--- src/rtl/bus_demux_pkg.sv ---
// bus_demux_pkg
//   Shared types and helpers for the 1-to-2 bus demultiplexer.
//   - chan_e   : destination channel encoding carried by in_sel
//   - calc_lw  : width needed to hold an occupancy count of 0..depth
package bus_demux_pkg;

    typedef enum logic {
        CH0 = 1'b0,
        CH1 = 1'b1
    } chan_e;

    // Number of bits needed to represent the value 'depth', which is
    // the same as $clog2(depth+1) for any depth >= 1.
    function automatic int calc_lw(input int depth);
        int w;
        int v;
        w = 32'sd0;
        v = depth;
        while (v > 32'sd0) begin
            w = w + 32'sd1;
            v = v >> 32'd1;
        end
        return w;
    endfunction

endpackage

--- src/rtl/bus_demux_fifo.sv ---
// bus_demux_fifo
//   Single-clock FIFO used once per demux output channel. Occupancy is
//   tracked in a separate level counter so that full and empty never alias
//   when the pointers are equal. The head word comes straight from storage.
// Ports:
//   clk, rst_n  : clock, asynchronous active-low reset (clears storage too)
//   push        : write push_data this cycle (ignored when full)
//   push_data   : word to store
//   full        : level == DEPTH
//   pop         : consumer takes the head word (ignored when empty)
//   head_data   : word at the read pointer
//   empty       : level == 0
//   level       : occupancy 0..DEPTH
module bus_demux_fifo
    import bus_demux_pkg::*;
#(
    parameter  int WIDTH = 4,
    parameter  int DEPTH = 4,
    localparam int LW    = calc_lw(DEPTH),
    localparam int PW    = $clog2(DEPTH)
) (
    input  logic             clk,
    input  logic             rst_n,
    input  logic             push,
    input  logic [WIDTH-1:0] push_data,
    output logic             full,
    input  logic             pop,
    output logic [WIDTH-1:0] head_data,
    output logic             empty,
    output logic [LW-1:0]    level
);

    logic [WIDTH-1:0] r_mem [DEPTH];
    logic [PW-1:0]    r_wr_ptr;
    logic [PW-1:0]    r_rd_ptr;
    logic [LW-1:0]    r_level;
    logic             w_do_push;
    logic             w_do_pop;

    // Guard against pushing into a full or popping from an empty FIFO even if
    // the caller does not, so the level can never leave 0..DEPTH.
    assign w_do_push = push & ~full;
    assign w_do_pop  = pop & ~empty;

    assign full      = (r_level == LW'(DEPTH));
    assign empty     = (r_level == LW'(0));
    assign level     = r_level;
    assign head_data = r_mem[r_rd_ptr];

    // Storage write; reset clears every entry so head_data reads 0 afterwards.
    always_ff @(posedge clk or negedge rst_n) begin
        if (!rst_n) begin
            for (int i = 0; i < DEPTH; i++) begin
                r_mem[i] <= '0;
            end
        end else if (w_do_push) begin
            r_mem[r_wr_ptr] <= push_data;
        end
    end

    // Pointers wrap modulo DEPTH through natural overflow (DEPTH is a power of two).
    always_ff @(posedge clk or negedge rst_n) begin
        if (!rst_n) begin
            r_wr_ptr <= PW'(0);
            r_rd_ptr <= PW'(0);
        end else begin
            if (w_do_push) begin
                r_wr_ptr <= r_wr_ptr + PW'(1);
            end
            if (w_do_pop) begin
                r_rd_ptr <= r_rd_ptr + PW'(1);
            end
        end
    end

    // Level counter: a simultaneous push and pop leaves it unchanged.
    always_ff @(posedge clk or negedge rst_n) begin
        if (!rst_n) begin
            r_level <= LW'(0);
        end else begin
            case ({w_do_push, w_do_pop})
                2'b10:   r_level <= r_level + LW'(1);
                2'b01:   r_level <= r_level - LW'(1);
                default: r_level <= r_level;
            endcase
        end
    end

endmodule

--- src/rtl/bus_demux.sv ---
// bus_demux
//   Routes each word accepted on the input valid/ready channel into one of two
//   per-channel FIFOs according to in_sel; each FIFO drains through its own
//   valid/ready output channel. in_ready depends only on in_sel and the
//   registered FIFO level, so there is no path from outN_ready to in_ready.
// Ports:
//   clk, rst_n                 : clock, asynchronous active-low reset
//   in_data/in_sel/in_valid    : input word, destination, valid
//   in_ready                   : selected channel is not full
//   outN_data/outN_valid       : channel N head word, channel N non-empty
//   outN_ready                 : channel N consumer takes the head word
//   outN_level                 : channel N occupancy 0..DEPTH
module bus_demux
    import bus_demux_pkg::*;
#(
    parameter  int WIDTH = 4,
    parameter  int DEPTH = 4,
    localparam int LW    = calc_lw(DEPTH)
) (
    input  logic             clk,
    input  logic             rst_n,
    input  logic [WIDTH-1:0] in_data,
    input  logic             in_sel,
    input  logic             in_valid,
    output logic             in_ready,
    output logic [WIDTH-1:0] out0_data,
    output logic             out0_valid,
    input  logic             out0_ready,
    output logic [WIDTH-1:0] out1_data,
    output logic             out1_valid,
    input  logic             out1_ready,
    output logic [LW-1:0]    out0_level,
    output logic [LW-1:0]    out1_level
);

    chan_e w_sel;
    logic  w_full0;
    logic  w_full1;
    logic  w_empty0;
    logic  w_empty1;
    logic  w_push0;
    logic  w_push1;

    assign w_sel = chan_e'(in_sel);

    // in_ready mux: ready reflects only the fullness of the addressed channel.
    always_comb begin
        in_ready = 1'b0;
        case (w_sel)
            CH0:     in_ready = ~w_full0;
            CH1:     in_ready = ~w_full1;
            default: in_ready = 1'b0;
        endcase
    end

    assign w_push0 = in_valid & in_ready & (w_sel == CH0);
    assign w_push1 = in_valid & in_ready & (w_sel == CH1);

    assign out0_valid = ~w_empty0;
    assign out1_valid = ~w_empty1;

    bus_demux_fifo #(
        .WIDTH (WIDTH),
        .DEPTH (DEPTH)
    ) u_fifo0 (
        .clk       (clk),
        .rst_n     (rst_n),
        .push      (w_push0),
        .push_data (in_data),
        .full      (w_full0),
        .pop       (out0_ready),
        .head_data (out0_data),
        .empty     (w_empty0),
        .level     (out0_level)
    );

    bus_demux_fifo #(
        .WIDTH (WIDTH),
        .DEPTH (DEPTH)
    ) u_fifo1 (
        .clk       (clk),
        .rst_n     (rst_n),
        .push      (w_push1),
        .push_data (in_data),
        .full      (w_full1),
        .pop       (out1_ready),
        .head_data (out1_data),
        .empty     (w_empty1),
        .level     (out1_level)
    );

endmodule

--- config.mk ---
export PLATFORM = sky130hd
export DESIGN_NAME = bus_demux
export DESIGN_NICKNAME = d
export VERILOG_FILES = /design/src/rtl/bus_demux_pkg.sv /design/src/rtl/bus_demux_fifo.sv /design/src/rtl/bus_demux.sv
export SDC_FILE = /design/constraint.sdc
export NUM_CORES = 1
export LEC_CHECK = 0
export ABC_CLOCK_PERIOD_IN_PS = 2000
export CORE_MARGIN = 2
export CORE_UTILIZATION = 25
export CTS_BUF_LIST = sky130_fd_sc_hd__clkbuf_16
export DETAILED_ROUTE_END_ITERATION = 12
export PLACE_DENSITY_LB_ADDON = 0.1
export SLEW_MARGIN = 20
export SYNTH_ARGS = -nofsm -noshare
export SYNTH_HDL_FRONTEND = slang
export SYNTH_HIERARCHICAL = 1
export SYNTH_SLANG_ARGS = --single-unit
--- constraint.sdc ---
create_clock -name clk -period 2 [get_ports clk]
set_input_delay 0.4 -clock clk [delete_from_list [all_inputs] [get_ports clk]]
set_output_delay 0.4 -clock clk [all_outputs]
set_load 0.005 [all_outputs]
[Word-level counts from Yosys, hierarchy flattened]
Cells that the tools add are included.
Cells by class
  add/subtract/negate cells: 8
  multiply operators: 0
  div/mod/pow operators: 0
  magnitude comparators: 6
  equality and inequality tests: 6
  shift-type cells: 0
  muxes and demuxes: 15
  bitwise gates (word level): 16
  reductions and logical operators: 6
Operators by type and width (count)
  bitwise mux 16 bit: 2
  2-to-1 mux 4 bit: 6
  binary-select mux 4 bit (select 2 bit): 2
  demux 4 bit (select 2 bit): 2
  >= comparator 3 bit (second input constant): 4
  NOT 2 -> 3 bit: 4
  case mux 3 bit (2 select lines): 2
  adder 2 x 1 -> 2 bit (second input constant): 4
  AND 1 bit: 7
  adder 3 x 1 -> 3 bit (second input constant): 2
  equality test 3 bit (second input constant): 2
  zero test 3 bit: 2
  less-than comparator 3 x 1 -> 1 bit (second input constant): 2
  subtractor 3 x 1 -> 3 bit (second input constant): 2
  NOT 1 bit: 5
  equality test 2 x 1 -> 1 bit (second input constant): 2
  equality test 2 bit (second input constant): 2
  nonzero test 2 bit: 2
  logical AND 1 bit: 2
  case mux 1 bit (2 select lines): 1
Word-level totals
  bits in registers: 46
  bits in latches: 0
  RAM bits: 0
  bits in read-only memories: 0
  input port bits: 10
  output and inout bits: 17
  word-level logic and storage cells: 71
  memories: 0

[Logic depth before layout (Yosys ltp)]
Gate-level depths: netlist of run 1.
  depth after elaboration: 8
  mapped depth: 9
  mapped depth without buffers: 9

[Cells and area by module]
Netlist of run 1, hierarchy kept.
By module, submodules not included
  bus_demux_fifo: instances 2, cells each 77, area an instance 1104.8 um2, sequential area each 575.6 um2
  bus_demux: instances 1, cells each 5, area an instance 33.8 um2, sequential area each 0.0 um2

[Worst setup path after synthesis of run 1]
No wires, ideal clock.
  path type: register to register
  from: register u_fifo1.r_level[0], in the netlist u_fifo1/level[0]
  to: register u_fifo1.r_level[2], in the netlist u_fifo1/level[2]
  library setup time: 79 ps
  arrival time: 2036 ps
  data required time: 1921 ps
  path slack: -115 ps
  cell stages (with the launch flop): 10
  buffers on the path: 0
  clock period less this slack: 2115 ps
  path through: dfrtp_1 > nor3b_4 > and3b_1 > nand2b_2 > ha_1 > inv_1 > fa_1 > xor2_1 > nor2_1 > xor2_1
On the way
  cells in the longest elaborated chain, start to end: 8
  elaborated cells between the ends (all ways): 15
  those cells by class: 2 x add/sub; 3 x eq/ne; 2 x mux; 6 x bitwise; 2 x reduce/logical
Ends and longest elaborated chain
  start: declaration: line bus_demux_fifo.sv:36  | logic [LW-1:0] r_level;
  start signal: assignment: line bus_demux_fifo.sv:82  | 2'b10: r_level <= r_level + LW'(1);
  start signal: assignment: line bus_demux_fifo.sv:83  | 2'b01: r_level <= r_level - LW'(1);
  start signal: assignment: line bus_demux_fifo.sv:84  | default: r_level <= r_level;
  equality test 3 bit *: line bus_demux_fifo.sv:45  | assign full = (r_level == LW'(DEPTH));
  via w_full1: line bus_demux.sv:38  | logic w_full1;
  NOT 1 bit *: line bus_demux.sv:51  | CH1: in_ready = ~w_full1;
  case mux 1 bit (2 select lines) *: line bus_demux.sv:49  | case (w_sel)
  AND 1 bit * (2 in series): line bus_demux.sv:57  | assign w_push1 = in_valid & in_ready & (w_sel == CH1);
  via w_push1: line bus_demux.sv:42  | logic w_push1;
  AND 1 bit *: line bus_demux_fifo.sv:42  | assign w_do_push = push & ~full;
  equality test 2 x 1 -> 1 bit / equality test 2 bit (equally long branches): line bus_demux_fifo.sv:81  | case ({w_do_push, w_do_pop})
  case mux 3 bit (2 select lines) / nonzero test 2 bit (equally long branches)
The timed path passes the listed nets; every way through them passes the cells marked *.
A chain may end at the register's enable or synchronous reset.

[Worst setup path in the final report of run 1]
  from: register u_fifo1.r_rd_ptr[0]
  to: output out1_data[2]
On the way
  cells in the longest elaborated chain, start to end: 4
Ends and longest elaborated chain
  start: declaration: line bus_demux_fifo.sv:35  | logic [PW-1:0] r_rd_ptr;
  start signal: assignment: line bus_demux_fifo.sv:71  | r_rd_ptr <= r_rd_ptr + PW'(1);
  NOT 2 -> 3 bit (implied by the code): line bus_demux_fifo.sv:48  | assign head_data = r_mem[r_rd_ptr];
  binary-select mux 4 bit (select 2 bit): line bus_demux_fifo.sv:48
  2-to-1 mux 4 bit (implied by the code) (2 in series): line bus_demux_fifo.sv:48
  end: declaration: line bus_demux.sv:29  | output logic [WIDTH-1:0] out1_data,
Every way passes these cells. The select of a mux whose other input is x is not followed.

==> run_summary.xml, run 1 <==
<?xml version="1.0" encoding="UTF-8"?>
<metrics>
  <group name="outcome">
    <metric name="run_status" unit="">finished clean</metric>
  </group>
  <group name="setup_path">
    <metric name="family_with_the_most_delay_on_the_worst_path" unit="">multiplexers</metric>
    <metric name="worst_setup_path_start_kind" unit="">register</metric>
    <metric name="cp_cell_sequence" unit="">buf_6 -&gt; mux4_2 -&gt; dlygate4sd2_1</metric>
    <metric name="worstSetupEndpointType" unit="">output pin</metric>
    <metric name="reg2reg_to" unit="">u_fifo1/level[2]$_DFFE_PN0P_</metric>
    <metric name="crit_arrival" unit="ns">1.55</metric>
    <metric name="crit-reg2reg-launch" unit="">u_fifo1/level[1]$_DFFE_PN0P_</metric>
    <metric name="worstPathRequired" unit="ns">1.60</metric>
    <metric name="critPathMaxFanout" unit="">3</metric>
    <metric name="cpMaxStageDelayCell" unit="">sky130_fd_sc_hd__mux4_2</metric>
    <metric name="critical_path_buf_inv_count" unit="">2</metric>
    <metric name="worst-r2r-cell-count" unit="">9</metric>
    <metric name="path_class" unit="">register to output pin</metric>
    <metric name="reg2reg_setup_slack" unit="ns">0.06</metric>
    <metric name="biggest_cell_delay_along_the_critical_path" unit="ns">0.50</metric>
  </group>
  <group name="yosys">
    <metric name="ys_seq_area_share" unit="%">51.3</metric>
    <metric name="synthesis.nets" unit="">181</metric>
    <metric name="synth.avg_cell_area" unit="um2">14.1</metric>
    <metric name="synth.cell_area" unit="mm2">0.00224</metric>
    <metric name="postSynthCellCount" unit="">159</metric>
    <metric name="yosys_register_bits" unit="">46</metric>
    <metric name="synth-warning-count" unit="">6</metric>
    <metric name="yosys.area_share.simple" unit="%">6.97</metric>
    <metric name="synth_top_family_by_area" unit="">multiplexers</metric>
    <metric name="synth.area.mux_share" unit="%">26.4</metric>
    <metric name="synthXorXnorAreaFrac" unit="%">4.68</metric>
    <metric name="synth.lib_cells_used.distinct" unit="">18</metric>
    <metric name="synth_fa_ha_area_share" unit="%">7.36</metric>
    <metric name="compound_gate_portion_of_the_synthesized_area" unit="%">0.781</metric>
  </group>
  <group name="timing">
    <metric name="worst_hold_slack" unit="ns">0.137</metric>
    <metric name="skew" unit="ns">0.00304</metric>
    <metric name="rsz0062_at_grt" unit="">true</metric>
    <metric name="worst_pin_slew" unit="ns">0.639</metric>
    <metric name="max_freq" unit="MHz">514</metric>
    <metric name="drv_slew" unit="">0</metric>
    <metric name="layout_worst_path_cycle_share" unit="%">97.3</metric>
    <metric name="timing_hold_violations_final" unit="">0</metric>
    <metric name="final.min_clock_period" unit="ns">1.95</metric>
    <metric name="slew-limit-headroom" unit="%">57.4</metric>
    <metric name="report.final.setup_viol" unit="">0</metric>
  </group>
  <group name="cts">
    <metric name="ctsLongestPathBuffers" unit="">2</metric>
    <metric name="tritoncts.num_buffers" unit="">5</metric>
    <metric name="post_cts_hold_buffer_count" unit="">0</metric>
    <metric name="cts_num_sinks" unit="">46</metric>
    <metric name="cts_tree" unit="">yes</metric>
    <metric name="cts.root.buffer_cell" unit="">sky130_fd_sc_hd__clkbuf_16</metric>
    <metric name="htree_levels" unit="">2</metric>
    <metric name="clock_insertion_delay_worst_skew" unit="ns">0.28</metric>
    <metric name="clkTransAtPathRegs" unit="ns">0.06</metric>
  </group>
  <group name="place">
    <metric name="placedInstanceArea" unit="mm2">0.00287</metric>
    <metric name="port_buffers" unit="">26</metric>
    <metric name="post-dp-hpwl" unit="um">3590</metric>
    <metric name="gp_congestion" unit="">0.832</metric>
  </group>
  <group name="drt">
    <metric name="postRouteAntennaNets" unit="">0</metric>
    <metric name="detail_route.first_pass.iterations" unit="">5</metric>
    <metric name="via_count" unit="">1435</metric>
    <metric name="vias_per_cell" unit="">4.25</metric>
    <metric name="routed_wl" unit="um">4860</metric>
    <metric name="violation_count_after_the_first_detailed_route_iteration" unit="">29</metric>
    <metric name="routedWlPerCell" unit="um">14.4</metric>
    <metric name="drc_errors" unit="">0</metric>
  </group>
  <group name="run">
    <metric name="drv_cap" unit="">0</metric>
  </group>
  <group name="global_routing">
    <metric name="grt_remaining_overflow" unit="">0</metric>
    <metric name="grt_max_degree" unit="">27</metric>
    <metric name="first_global_vias" unit="">1585</metric>
    <metric name="global_route.usage.total" unit="%">11.0</metric>
    <metric name="grt_antenna_before_repair" unit="">0</metric>
    <metric name="global_route_wire_length_before_repair" unit="um">8240</metric>
  </group>
  <group name="floorplanning">
    <metric name="die_width" unit="um">98.7</metric>
    <metric name="dieHeight" unit="um">98.7</metric>
    <metric name="placeableCoreArea" unit="mm2">0.00872</metric>
    <metric name="io-pin-count" unit="">27</metric>
    <metric name="starting_density" unit="%">25.7</metric>
    <metric name="placementRows" unit="">34</metric>
    <metric name="dieArea" unit="mm2">0.00975</metric>
  </group>
  <group name="finish">
    <metric name="nets" unit="">251</metric>
    <metric name="total_inserted_antenna_cells" unit="">0</metric>
    <metric name="final.fill_count" unit="">829</metric>
    <metric name="final_layout_size_suffix_gt1_share" unit="%">45.7</metric>
    <metric name="area_growth_syn_to_layout" unit="%">38.8</metric>
    <metric name="fin_area" unit="mm2">0.00311</metric>
  </group>
  <group name="power_and_ir_drop">
    <metric name="total_power" unit="mW">4.88</metric>
    <metric name="power_per_cell_area" unit="mW/mm2">1570</metric>
    <metric name="ir_worst_vdd" unit="mV">0.520</metric>
    <metric name="reported_leakage_power" unit="nW">1.40</metric>
  </group>
  <group name="hold_path">
    <metric name="worstHoldPathType" unit="">primary input to asynchronous set/reset pin</metric>
  </group>
</metrics>
-- cells in the mapped netlist --
cell                       number  area share [%]
sky130_fd_sc_hd__ha_1          10             5.6
sky130_fd_sc_hd__mux2i_1        3             1.3
sky130_fd_sc_hd__nor3b_4        2             1.7
sky130_fd_sc_hd__mux2_2        34              17
sky130_fd_sc_hd__and3b_1        1            0.39
sky130_fd_sc_hd__dfrtp_1       46              51
sky130_fd_sc_hd__nor2_1        10             1.7
sky130_fd_sc_hd__buf_2          2            0.45
sky130_fd_sc_hd__inv_1         12             2.0
sky130_fd_sc_hd__fa_1           2             1.8
sky130_fd_sc_hd__mux4_2         8             8.0
sky130_fd_sc_hd__nor3b_1        1            0.33
sky130_fd_sc_hd__xnor2_1        6             2.3
sky130_fd_sc_hd__xor2_1         6             2.3
sky130_fd_sc_hd__o31a_1         2            0.78
sky130_fd_sc_hd__nor3_1         2            0.45
sky130_fd_sc_hd__nand2_1       10             1.7
sky130_fd_sc_hd__nand2b_2       2            0.78
-- kinds of logic after synthesis --
family                   after synthesis
buffers and inverters                 14
AO/OA/AOI/OAI                          2
adder cells (fa/ha/maj)               12
AND/OR/NAND/NOR                       28
flip-flops                            46
XOR/XNOR                              12
multiplexers                          45
-- per-layer routing --
layer | global-route usage [%] | routed length [um] | share of wire, % | up-vias
li1 | - | - | - | 685
met1 | 13.5 | 2060 | 42 | 727
met2 | 18.6 | 2590 | 53 | 18
met3 | 2.41 | 114 | 2.3 | 5
met4 | 4.43 | 89 | 1.8 | 0
met5 | 0 | 0 | 0 | -
-- stage by stage --
step                      setup TNS (ns)  cells  util [%]  setup WS (ns)
after floorplan                  -0.0511    159         -        -0.0511
final                                  0    338      35.7         0.0539
after detailed placement           -2.37    318      32.9         -0.199
after CTS                              0    332      34.9       0.000548
after global placement             -1.16    318      32.9         -0.157
after global routing              -0.112    338      35.7        -0.0586
-- worst max-delay path by stage --
stage | startpoint | cells past startpoint | to
finish | u_fifo1/r_rd_ptr[0]$_DFFE_PN0P_ | 3 | out1_data[2]
global route | u_fifo1/level[1]$_DFFE_PN0P_ | 9 | u_fifo1/level[2]$_DFFE_PN0P_
CTS | u_fifo0/r_rd_ptr[0]$_DFFE_PN0P_ | 3 | out0_data[0]
detailed placement | in_sel | 9 | u_fifo0/level[2]$_DFFE_PN0P_
global placement | in_sel | 9 | u_fifo1/level[2]$_DFFE_PN0P_
floorplan | u_fifo1/level[0]$_DFFE_PN0P_ | 9 | u_fifo1/level[2]$_DFFE_PN0P_
-- flip-flops by register name (all words and copies together) (netlist names) --
register,cells
u_fifo0/level,3
u_fifo0/r_mem,16
u_fifo0/r_rd_ptr,2
u_fifo0/r_wr_ptr,2
u_fifo1/level,3
u_fifo1/r_mem,16
u_fifo1/r_rd_ptr,2
u_fifo1/r_wr_ptr,2
-- cell type report --
type                            count  area, um2  area share [%]
Inverter                           12       45.0            1.45
Clock inverter                      3       12.5           0.402
Tap cell                          108        135            4.34
Timing Repair Buffer               65        556            17.8
Multi-Input combinational cell     99       1080            34.8
Clock buffer                        5        125            4.02
Sequential cell                    46       1160            37.1
-- repair_timing --
item / in CTS / in global routing
pin swaps: 0 / 8
resized for setup: 14 / 8
cloned: 0 / 0
setup endpoints to repair: 9 / 8
buffers inserted: 6 / 6
-- cells in the final DEF (no fill, tap or decap), drive strengths merged, types with 3 or more instances in the layout --
cell type	n
buf	40
clkbuf	6
clkdlybuf4s50	16
dfrtp	46
dlygate4sd2	6
ha	10
inv	13
mux2	34
mux2i	3
mux4	8
nand2	10
nor2	10
nor3b	3
xnor2	6
xor2	6
-- report_power, final --
part | internal [mW] | switching [mW] | leakage [nW]
clock | 0.452 | 0.332 | 0.0724
combinational | 1.50 | 0.830 | 0.778
sequential | 1.42 | 0.347 | 0.546
total | 3.38 | 1.51 | 1.40
(Power assumes the default switching activity.)
==> inputs of run 2 (changes only) <==
ABC_CLOCK_PERIOD_IN_PS = 2200   (was 2000)
clock period = 2.2 ns   (was 2 ns; I/O delays follow)
==> run 2 against run 1 <==
Effect of this change:
- critical path depth down 1
- via count down 1.3%
- utilization down 0.69 points
- global-route usage down 0.52 points
- clock power down 11%
- clock skew up 0.00058 ns
- cell area down 1.9%
- final cell count down 1.8%
- critical path type unchanged
- critical endpoint is now out0_data[2]
- largest cell class unchanged
- largest power group unchanged
==> run_summary.xml, run 2 (same netlist as run 1, synthesis figures left out) <==
<?xml version="1.0" encoding="UTF-8"?>
<metrics>
  <group name="power_and_ir_drop">
    <metric name="total_power" unit="mW">4.40</metric>
    <metric name="power_per_cell_area" unit="mW/mm2">1440</metric>
    <metric name="reported_leakage_power" unit="nW">1.39</metric>
    <metric name="ir_worst_vdd" unit="mV">0.512</metric>
  </group>
  <group name="timing">
    <metric name="skew" unit="ns">0.00362</metric>
    <metric name="timing_hold_violations_final" unit="">0</metric>
    <metric name="drv_slew" unit="">0</metric>
    <metric name="worst_pin_slew" unit="ns">0.558</metric>
    <metric name="report.final.setup_viol" unit="">0</metric>
    <metric name="final.min_clock_period" unit="ns">2.13</metric>
    <metric name="layout_worst_path_cycle_share" unit="%">97.0</metric>
    <metric name="slew-limit-headroom" unit="%">62.8</metric>
    <metric name="final_critical_path_setup_slack" unit="ns">0.0669</metric>
    <metric name="max_freq" unit="MHz">469</metric>
  </group>
  <group name="finish">
    <metric name="total_inserted_antenna_cells" unit="">0</metric>
    <metric name="nets" unit="">245</metric>
    <metric name="fin_area" unit="mm2">0.00305</metric>
    <metric name="most_frequent_standard_cell_in_the_layout_excluding_fill_and_tap_cells" unit="">sky130_fd_sc_hd__dfrtp_1</metric>
    <metric name="final_layout_size_suffix_gt1_share" unit="%">40.6</metric>
    <metric name="largestRegisters" unit="">u_fifo0/r_mem x16, u_fifo1/r_mem x16</metric>
    <metric name="seqCellArea" unit="mm2">0.00115</metric>
    <metric name="layout_common_cells" unit="">sky130_fd_sc_hd__dfrtp_1 (44), sky130_fd_sc_hd__mux2_2 (34), sky130_fd_sc_hd__buf_4 (32)</metric>
    <metric name="multi_input_area" unit="mm2">0.00106</metric>
    <metric name="area_growth_syn_to_layout" unit="%">36.1</metric>
    <metric name="final.fill_count" unit="">843</metric>
  </group>
  <group name="drt">
    <metric name="vias_per_cell" unit="">4.27</metric>
    <metric name="via_count" unit="">1416</metric>
    <metric name="routed_wl" unit="um">4750</metric>
    <metric name="detail_route.first_pass.iterations" unit="">4</metric>
    <metric name="postRouteAntennaNets" unit="">0</metric>
    <metric name="drc_errors" unit="">0</metric>
    <metric name="routedWlPerCell" unit="um">14.3</metric>
    <metric name="violation_count_after_the_first_detailed_route_iteration" unit="">20</metric>
  </group>
  <group name="setup_path">
    <metric name="path_class" unit="">register to output pin</metric>
    <metric name="worstSetupEndpointType" unit="">output pin</metric>
    <metric name="worstPathRequired" unit="ns">1.76</metric>
    <metric name="biggest_cell_delay_along_the_critical_path" unit="ns">0.52</metric>
    <metric name="crit_arrival" unit="ns">1.69</metric>
    <metric name="family_with_the_most_delay_on_the_worst_path" unit="">multiplexers</metric>
    <metric name="cpMaxStageDelayCell" unit="">sky130_fd_sc_hd__mux4_2</metric>
    <metric name="worst_setup_path_start_kind" unit="">register</metric>
    <metric name="critPathMaxFanout" unit="">6</metric>
    <metric name="cp_cell_sequence" unit="">mux4_2 -&gt; clkdlybuf4s50_1</metric>
    <metric name="critical_path_buf_inv_count" unit="">1</metric>
  </group>
  <group name="place">
    <metric name="gp_congestion" unit="">0.733</metric>
    <metric name="placedInstanceArea" unit="mm2">0.00281</metric>
    <metric name="port_buffers" unit="">26</metric>
    <metric name="dpl_worst_slack" unit="ns">-0.111</metric>
    <metric name="post-dp-hpwl" unit="um">3580</metric>
  </group>
  <group name="cts">
    <metric name="clkTransAtPathRegs" unit="ns">0.06</metric>
    <metric name="htree_levels" unit="">2</metric>
    <metric name="tritoncts.num_buffers" unit="">5</metric>
    <metric name="cts_num_sinks" unit="">46</metric>
    <metric name="cts_tree" unit="">yes</metric>
    <metric name="post_cts_hold_buffer_count" unit="">0</metric>
    <metric name="ctsLongestPathBuffers" unit="">2</metric>
    <metric name="cts.root.buffer_cell" unit="">sky130_fd_sc_hd__clkbuf_16</metric>
    <metric name="clock_insertion_delay_worst_skew" unit="ns">0.28</metric>
  </group>
  <group name="floorplanning">
    <metric name="placeableCoreArea" unit="mm2">0.00872</metric>
    <metric name="die_width" unit="um">98.7</metric>
    <metric name="io-pin-count" unit="">27</metric>
    <metric name="starting_density" unit="%">25.7</metric>
    <metric name="dieHeight" unit="um">98.7</metric>
    <metric name="placementRows" unit="">34</metric>
    <metric name="dieArea" unit="mm2">0.00975</metric>
  </group>
  <group name="outcome">
    <metric name="run_status" unit="">finished clean</metric>
  </group>
  <group name="global_routing">
    <metric name="grt_max_degree" unit="">27</metric>
    <metric name="first_global_vias" unit="">1577</metric>
    <metric name="grt_antenna_before_repair" unit="">0</metric>
    <metric name="global_route_wire_length_before_repair" unit="um">7870</metric>
    <metric name="grt_remaining_overflow" unit="">0</metric>
    <metric name="global_route.usage.total" unit="%">10.4</metric>
  </group>
  <group name="run">
    <metric name="drv_cap" unit="">0</metric>
  </group>
  <group name="hold_path">
    <metric name="worstHoldPathType" unit="">primary input to asynchronous set/reset pin</metric>
  </group>
</metrics>
[run 2: through the flow]
step / setup TNS (ns) / hold WS, ns / cells / utilization (%)
final: 0 / 0.149 / 332 / 35.0
after global routing: -0.00178 / 0.192 / 332 / 35.0
after CTS: 0 / 0.164 / 323 / 33.9
after detailed placement: -0.412 / 0.462 / 314 / 32.2
after global placement: -0.00566 / 0.453 / 314 / 32.2
after floorplan: 0 / 0.144 / 159 / -
[run 2: timing repair]
item | 4_1_cts | 5_1_grt
setup endpoints to repair | 8 | 11
resized for setup | 2 | 8
setup buffers | 1 | 9
pin swaps | 0 | 4
[run 2: layout make-up]
type,count,share of cell area [%]
multi-input combinational,99,34.7
timing repair buffer,59,17.1
tap,108,4.43
clock buffer,5,4.10
sequential,46,37.8
inverter,12,1.48
clock inverter,3,0.410
[run 2: final timing paths]
path | from | endpoint | slack, ns | cells after the start
min in group clk | u_fifo0/r_mem[12]$_DFFE_PN0P_ | u_fifo0/r_mem[12]$_DFFE_PN0P_ | 0.51 | 1
max in group asynchronous | rst_n | u_fifo0/r_rd_ptr[0]$_DFFE_PN0P_ | 1.51 | 2
worst min register to register | u_fifo0/r_mem[12]$_DFFE_PN0P_ | u_fifo0/r_mem[12]$_DFFE_PN0P_ | 0.51 | 1
worst min-delay path | rst_n | u_fifo0/level[0]$_DFFE_PN0P_ | 0.15 | 1
worst max register to register | u_fifo0/level[1]$_DFFE_PN0P_ | u_fifo0/level[2]$_DFFE_PN0P_ | 0.18 | 9
worst max-delay path | u_fifo0/r_rd_ptr[0]$_DFFE_PN0P_ | out0_data[2] | 0.07 | 2
[run 2: worst reg2reg max path, delay by kind of cell, from the launching register on]
| family | cells | cell delay (ns) |
|---|---|---|
| DFF | 1 | 0.44 |
| adders and majority gates | 2 | 0.53 |
| buffers and inverters | 1 | 0.06 |
| and+or+nand+nor | 4 | 0.58 |
| xor gates and xnor gates | 2 | 0.33 |
[run 2: metal layers]
layer / up-vias / GRT usage (%) / wire, um
li1: 676 / - / -
met1: 711 / 12.9 / 2090
met2: 24 / 18.1 / 2450
met3: 5 / 2.27 / 145
met4: 0 / 3.48 / 68
met5: - / 0 / 0
[run 2: power by group]
part	internal [mW]	switching [mW]	total, mW
combinational	1.37	0.706	2.08
clock	0.410	0.290	0.701
sequential	1.29	0.331	1.62
total	3.07	1.33	4.40
==> inputs of run 3 (changes only) <==
CTS_BUF_LIST = sky130_fd_sc_hd__clkbuf_4   (was sky130_fd_sc_hd__clkbuf_16)
DONT_BUFFER_PORTS = 1   (was default)
==> run 3 against run 2 <==
Effect of this change:
- largest cell class unchanged
- die area unchanged
- sequential power about the same
- first-iteration DRC count increased by 100%
- critical endpoint is now u_fifo1/level[2]$_DFFE_PN0P_
- sequential cell count unchanged
- clock skew increased by 0.0029 ns
- critical path type is now register to register
- sequential share of layout area increased by 7.0 points
- clock power decreased by 30%
- total power decreased by 18%
==> run_summary.xml, run 3 (same netlist as run 1, synthesis figures left out) <==
<?xml version="1.0" encoding="UTF-8"?>
<metrics>
  <group name="power_and_ir_drop">
    <metric name="total_power" unit="mW">3.61</metric>
    <metric name="power_per_cell_area" unit="mW/mm2">1400</metric>
    <metric name="ir_worst_vdd" unit="mV">0.367</metric>
    <metric name="reported_leakage_power" unit="nW">1.11</metric>
  </group>
  <group name="run">
    <metric name="drv_cap" unit="">0</metric>
  </group>
  <group name="setup_path">
    <metric name="path_class" unit="">register to register</metric>
    <metric name="cpMaxStageDelayCell" unit="">sky130_fd_sc_hd__dfrtp_1</metric>
    <metric name="cp_cell_sequence" unit="">nor3b_4 -&gt; and3b_2 -&gt; nand2b_2 -&gt; ha_4 -&gt; inv_1 -&gt; fa_1 -&gt; xor2_1 -&gt; nor2_1 -&gt; xor2_1</metric>
    <metric name="worstSetupEndpointType" unit="">register</metric>
    <metric name="worst_setup_path_start_kind" unit="">register</metric>
    <metric name="worstPathRequired" unit="ns">2.48</metric>
    <metric name="critPathMaxFanout" unit="">3</metric>
    <metric name="crit_arrival" unit="ns">2.36</metric>
    <metric name="biggest_cell_delay_along_the_critical_path" unit="ns">0.43</metric>
    <metric name="path_common_cell" unit="">sky130_fd_sc_hd__xor2_1</metric>
  </group>
  <group name="cts">
    <metric name="htree_levels" unit="">2</metric>
    <metric name="cts.root.buffer_cell" unit="">sky130_fd_sc_hd__clkbuf_4</metric>
    <metric name="clock_insertion_delay_worst_skew" unit="ns">0.35</metric>
    <metric name="post_cts_buffers" unit="">0</metric>
    <metric name="clkTransAtPathRegs" unit="ns">0.13</metric>
    <metric name="ctsLongestPathBuffers" unit="">2</metric>
    <metric name="tritoncts.num_buffers" unit="">5</metric>
    <metric name="cts_num_sinks" unit="">46</metric>
    <metric name="cts_tree" unit="">yes</metric>
  </group>
  <group name="drt">
    <metric name="routedWlPerCell" unit="um">16.2</metric>
    <metric name="drc_errors" unit="">0</metric>
    <metric name="violation_count_after_the_first_detailed_route_iteration" unit="">40</metric>
    <metric name="vias_per_cell" unit="">4.46</metric>
    <metric name="via_count" unit="">1268</metric>
    <metric name="routed_wl" unit="um">4610</metric>
    <metric name="postRouteAntennaNets" unit="">0</metric>
    <metric name="detail_route.first_pass.iterations" unit="">4</metric>
  </group>
  <group name="global_routing">
    <metric name="grt_remaining_overflow" unit="">0</metric>
    <metric name="first_global_vias" unit="">1415</metric>
    <metric name="grt_antenna_before_repair" unit="">0</metric>
    <metric name="global_route_wire_length_before_repair" unit="um">7580</metric>
    <metric name="grt_max_degree" unit="">47</metric>
    <metric name="global_route.usage.total" unit="%">10.3</metric>
  </group>
  <group name="timing">
    <metric name="skew" unit="ns">0.00655</metric>
    <metric name="drv_slew" unit="">0</metric>
    <metric name="timing_hold_violations_final" unit="">0</metric>
    <metric name="fin_setup_tns" unit="ns">0</metric>
    <metric name="slew-limit-headroom" unit="%">67.4</metric>
    <metric name="rsz0062_at_grt" unit="">true</metric>
    <metric name="max_freq" unit="MHz">481</metric>
    <metric name="worst_pin_slew" unit="ns">0.488</metric>
    <metric name="report.final.setup_viol" unit="">0</metric>
    <metric name="final.min_clock_period" unit="ns">2.08</metric>
    <metric name="layout_worst_path_cycle_share" unit="%">94.6</metric>
  </group>
  <group name="place">
    <metric name="post-dp-hpwl" unit="um">3380</metric>
    <metric name="port_buffers" unit="">0</metric>
    <metric name="gp_congestion" unit="">0.711</metric>
  </group>
  <group name="finish">
    <metric name="total_inserted_antenna_cells" unit="">0</metric>
    <metric name="area_growth_syn_to_layout" unit="%">14.7</metric>
    <metric name="final_layout_size_suffix_gt1_share" unit="%">37.5</metric>
    <metric name="largestRegisters" unit="">u_fifo0/r_mem x16, u_fifo1/r_mem x16</metric>
    <metric name="layout_common_cells" unit="">sky130_fd_sc_hd__dfrtp_1 (46), sky130_fd_sc_hd__mux2_2 (34), sky130_fd_sc_hd__inv_1 (12)</metric>
    <metric name="most_frequent_standard_cell_in_the_layout_excluding_fill_and_tap_cells" unit="">sky130_fd_sc_hd__dfrtp_1</metric>
    <metric name="final.fill_count" unit="">863</metric>
    <metric name="nets" unit="">198</metric>
  </group>
  <group name="floorplanning">
    <metric name="placeableCoreArea" unit="mm2">0.00872</metric>
    <metric name="dieHeight" unit="um">98.7</metric>
    <metric name="io-pin-count" unit="">27</metric>
    <metric name="starting_density" unit="%">25.7</metric>
    <metric name="placementRows" unit="">34</metric>
    <metric name="dieArea" unit="mm2">0.00975</metric>
    <metric name="die_width" unit="um">98.7</metric>
  </group>
  <group name="outcome">
    <metric name="run_status" unit="">finished clean</metric>
  </group>
  <group name="hold_path">
    <metric name="worstHoldPathType" unit="">primary input to register</metric>
  </group>
</metrics>
run 3: changes by cell type in the layout (fill, tap and decap cells not counted), sizes merged:
| cell | change |
|---|---|
| dlymetal6s2s | -3 |
| inv | -1 |
| bufinv | +1 |
| dlygate4sd3 | +1 |
| clkdlybuf4s50 | -22 |
| buf | -23 |
| clkinv | -1 |
run 3: area by class of cell:
| type | instances | area (um2) | share of cell area (%) |
|---|---|---|---|
| timing repair buffer | 12 | 116 | 4.52 |
| inverter | 12 | 45.0 | 1.75 |
| sequential | 46 | 1150 | 44.7 |
| clock inverter | 2 | 33.8 | 1.31 |
| clock buffer | 5 | 37.5 | 1.46 |
| tap | 108 | 135 | 5.25 |
| multi-input combinational | 99 | 1050 | 41.0 |
run 3: final timing paths:
kind,startpoint,end,slack [ns],depth (start not counted)
worst max-delay path,u_fifo1/level[1]$_DFFE_PN0P_,u_fifo1/level[2]$_DFFE_PN0P_,0.12,9
worst min-delay path,in_data[1],u_fifo1/r_mem[1]$_DFFE_PN0P_,0.22,1
worst max register to register,u_fifo1/level[1]$_DFFE_PN0P_,u_fifo1/level[2]$_DFFE_PN0P_,0.12,9
worst min register to register,u_fifo0/r_mem[3]$_DFFE_PN0P_,u_fifo0/r_mem[3]$_DFFE_PN0P_,0.52,1
max in group asynchronous,rst_n,u_fifo1/r_wr_ptr[0]$_DFFE_PN0P_,1.41,2
min in group asynchronous,rst_n,u_fifo0/r_wr_ptr[0]$_DFFE_PN0P_,0.59,2
run 3: layer usage:
layer	vias to the layer above	track usage, %	routed length, um
li1	586	-	-
met1	640	13.1	2090
met5	-	0	0
met3	9	3.62	240
met2	33	16.1	2170
met4	0	4.21	115
run 3: what timing repair did:
action / in CTS / in global routing
resized for setup: 0 / 5
endpoints found under the hold margin: 46 / 0
setup endpoints to repair: 0 / 2
hold buffers: 2 / 0
run 3: where the power goes:
part           total [mW]  internal [mW]  switching, mW
registers            1.62           1.28          0.347
logic                1.49          0.892          0.601
clock network       0.490          0.230          0.260
run 3: worst max-delay path, delay by kind of cell (launching register included):
family	cells	cell delay, ns
adders and majority gates	2	0.54
xor gates and xnor gates	2	0.32
DFF	1	0.43
buffers and inverters	1	0.05
and+or+nand+nor	4	0.68
run 3: metrics by stage:
| step | hold slack [ns] | worst slack (ns) | std cells | instance area [um2] | util, % |
|---|---|---|---|---|---|
| 3_5_place_dp | 0.146 | 0.117 | 275 | 2440 | 28.0 |
| 2_1_floorplan | 0.144 | 0.0851 | 159 | 2240 | - |
| 4_1_cts | 0.208 | 0.0857 | 284 | 2550 | 29.3 |
| 5_1_grt | 0.187 | -0.0100 | 284 | 2570 | 29.5 |
| 3_3_place_gp | 0.146 | 0.148 | 275 | 2440 | 28.0 |
| 6_report | 0.225 | 0.119 | 284 | 2570 | 29.5 |
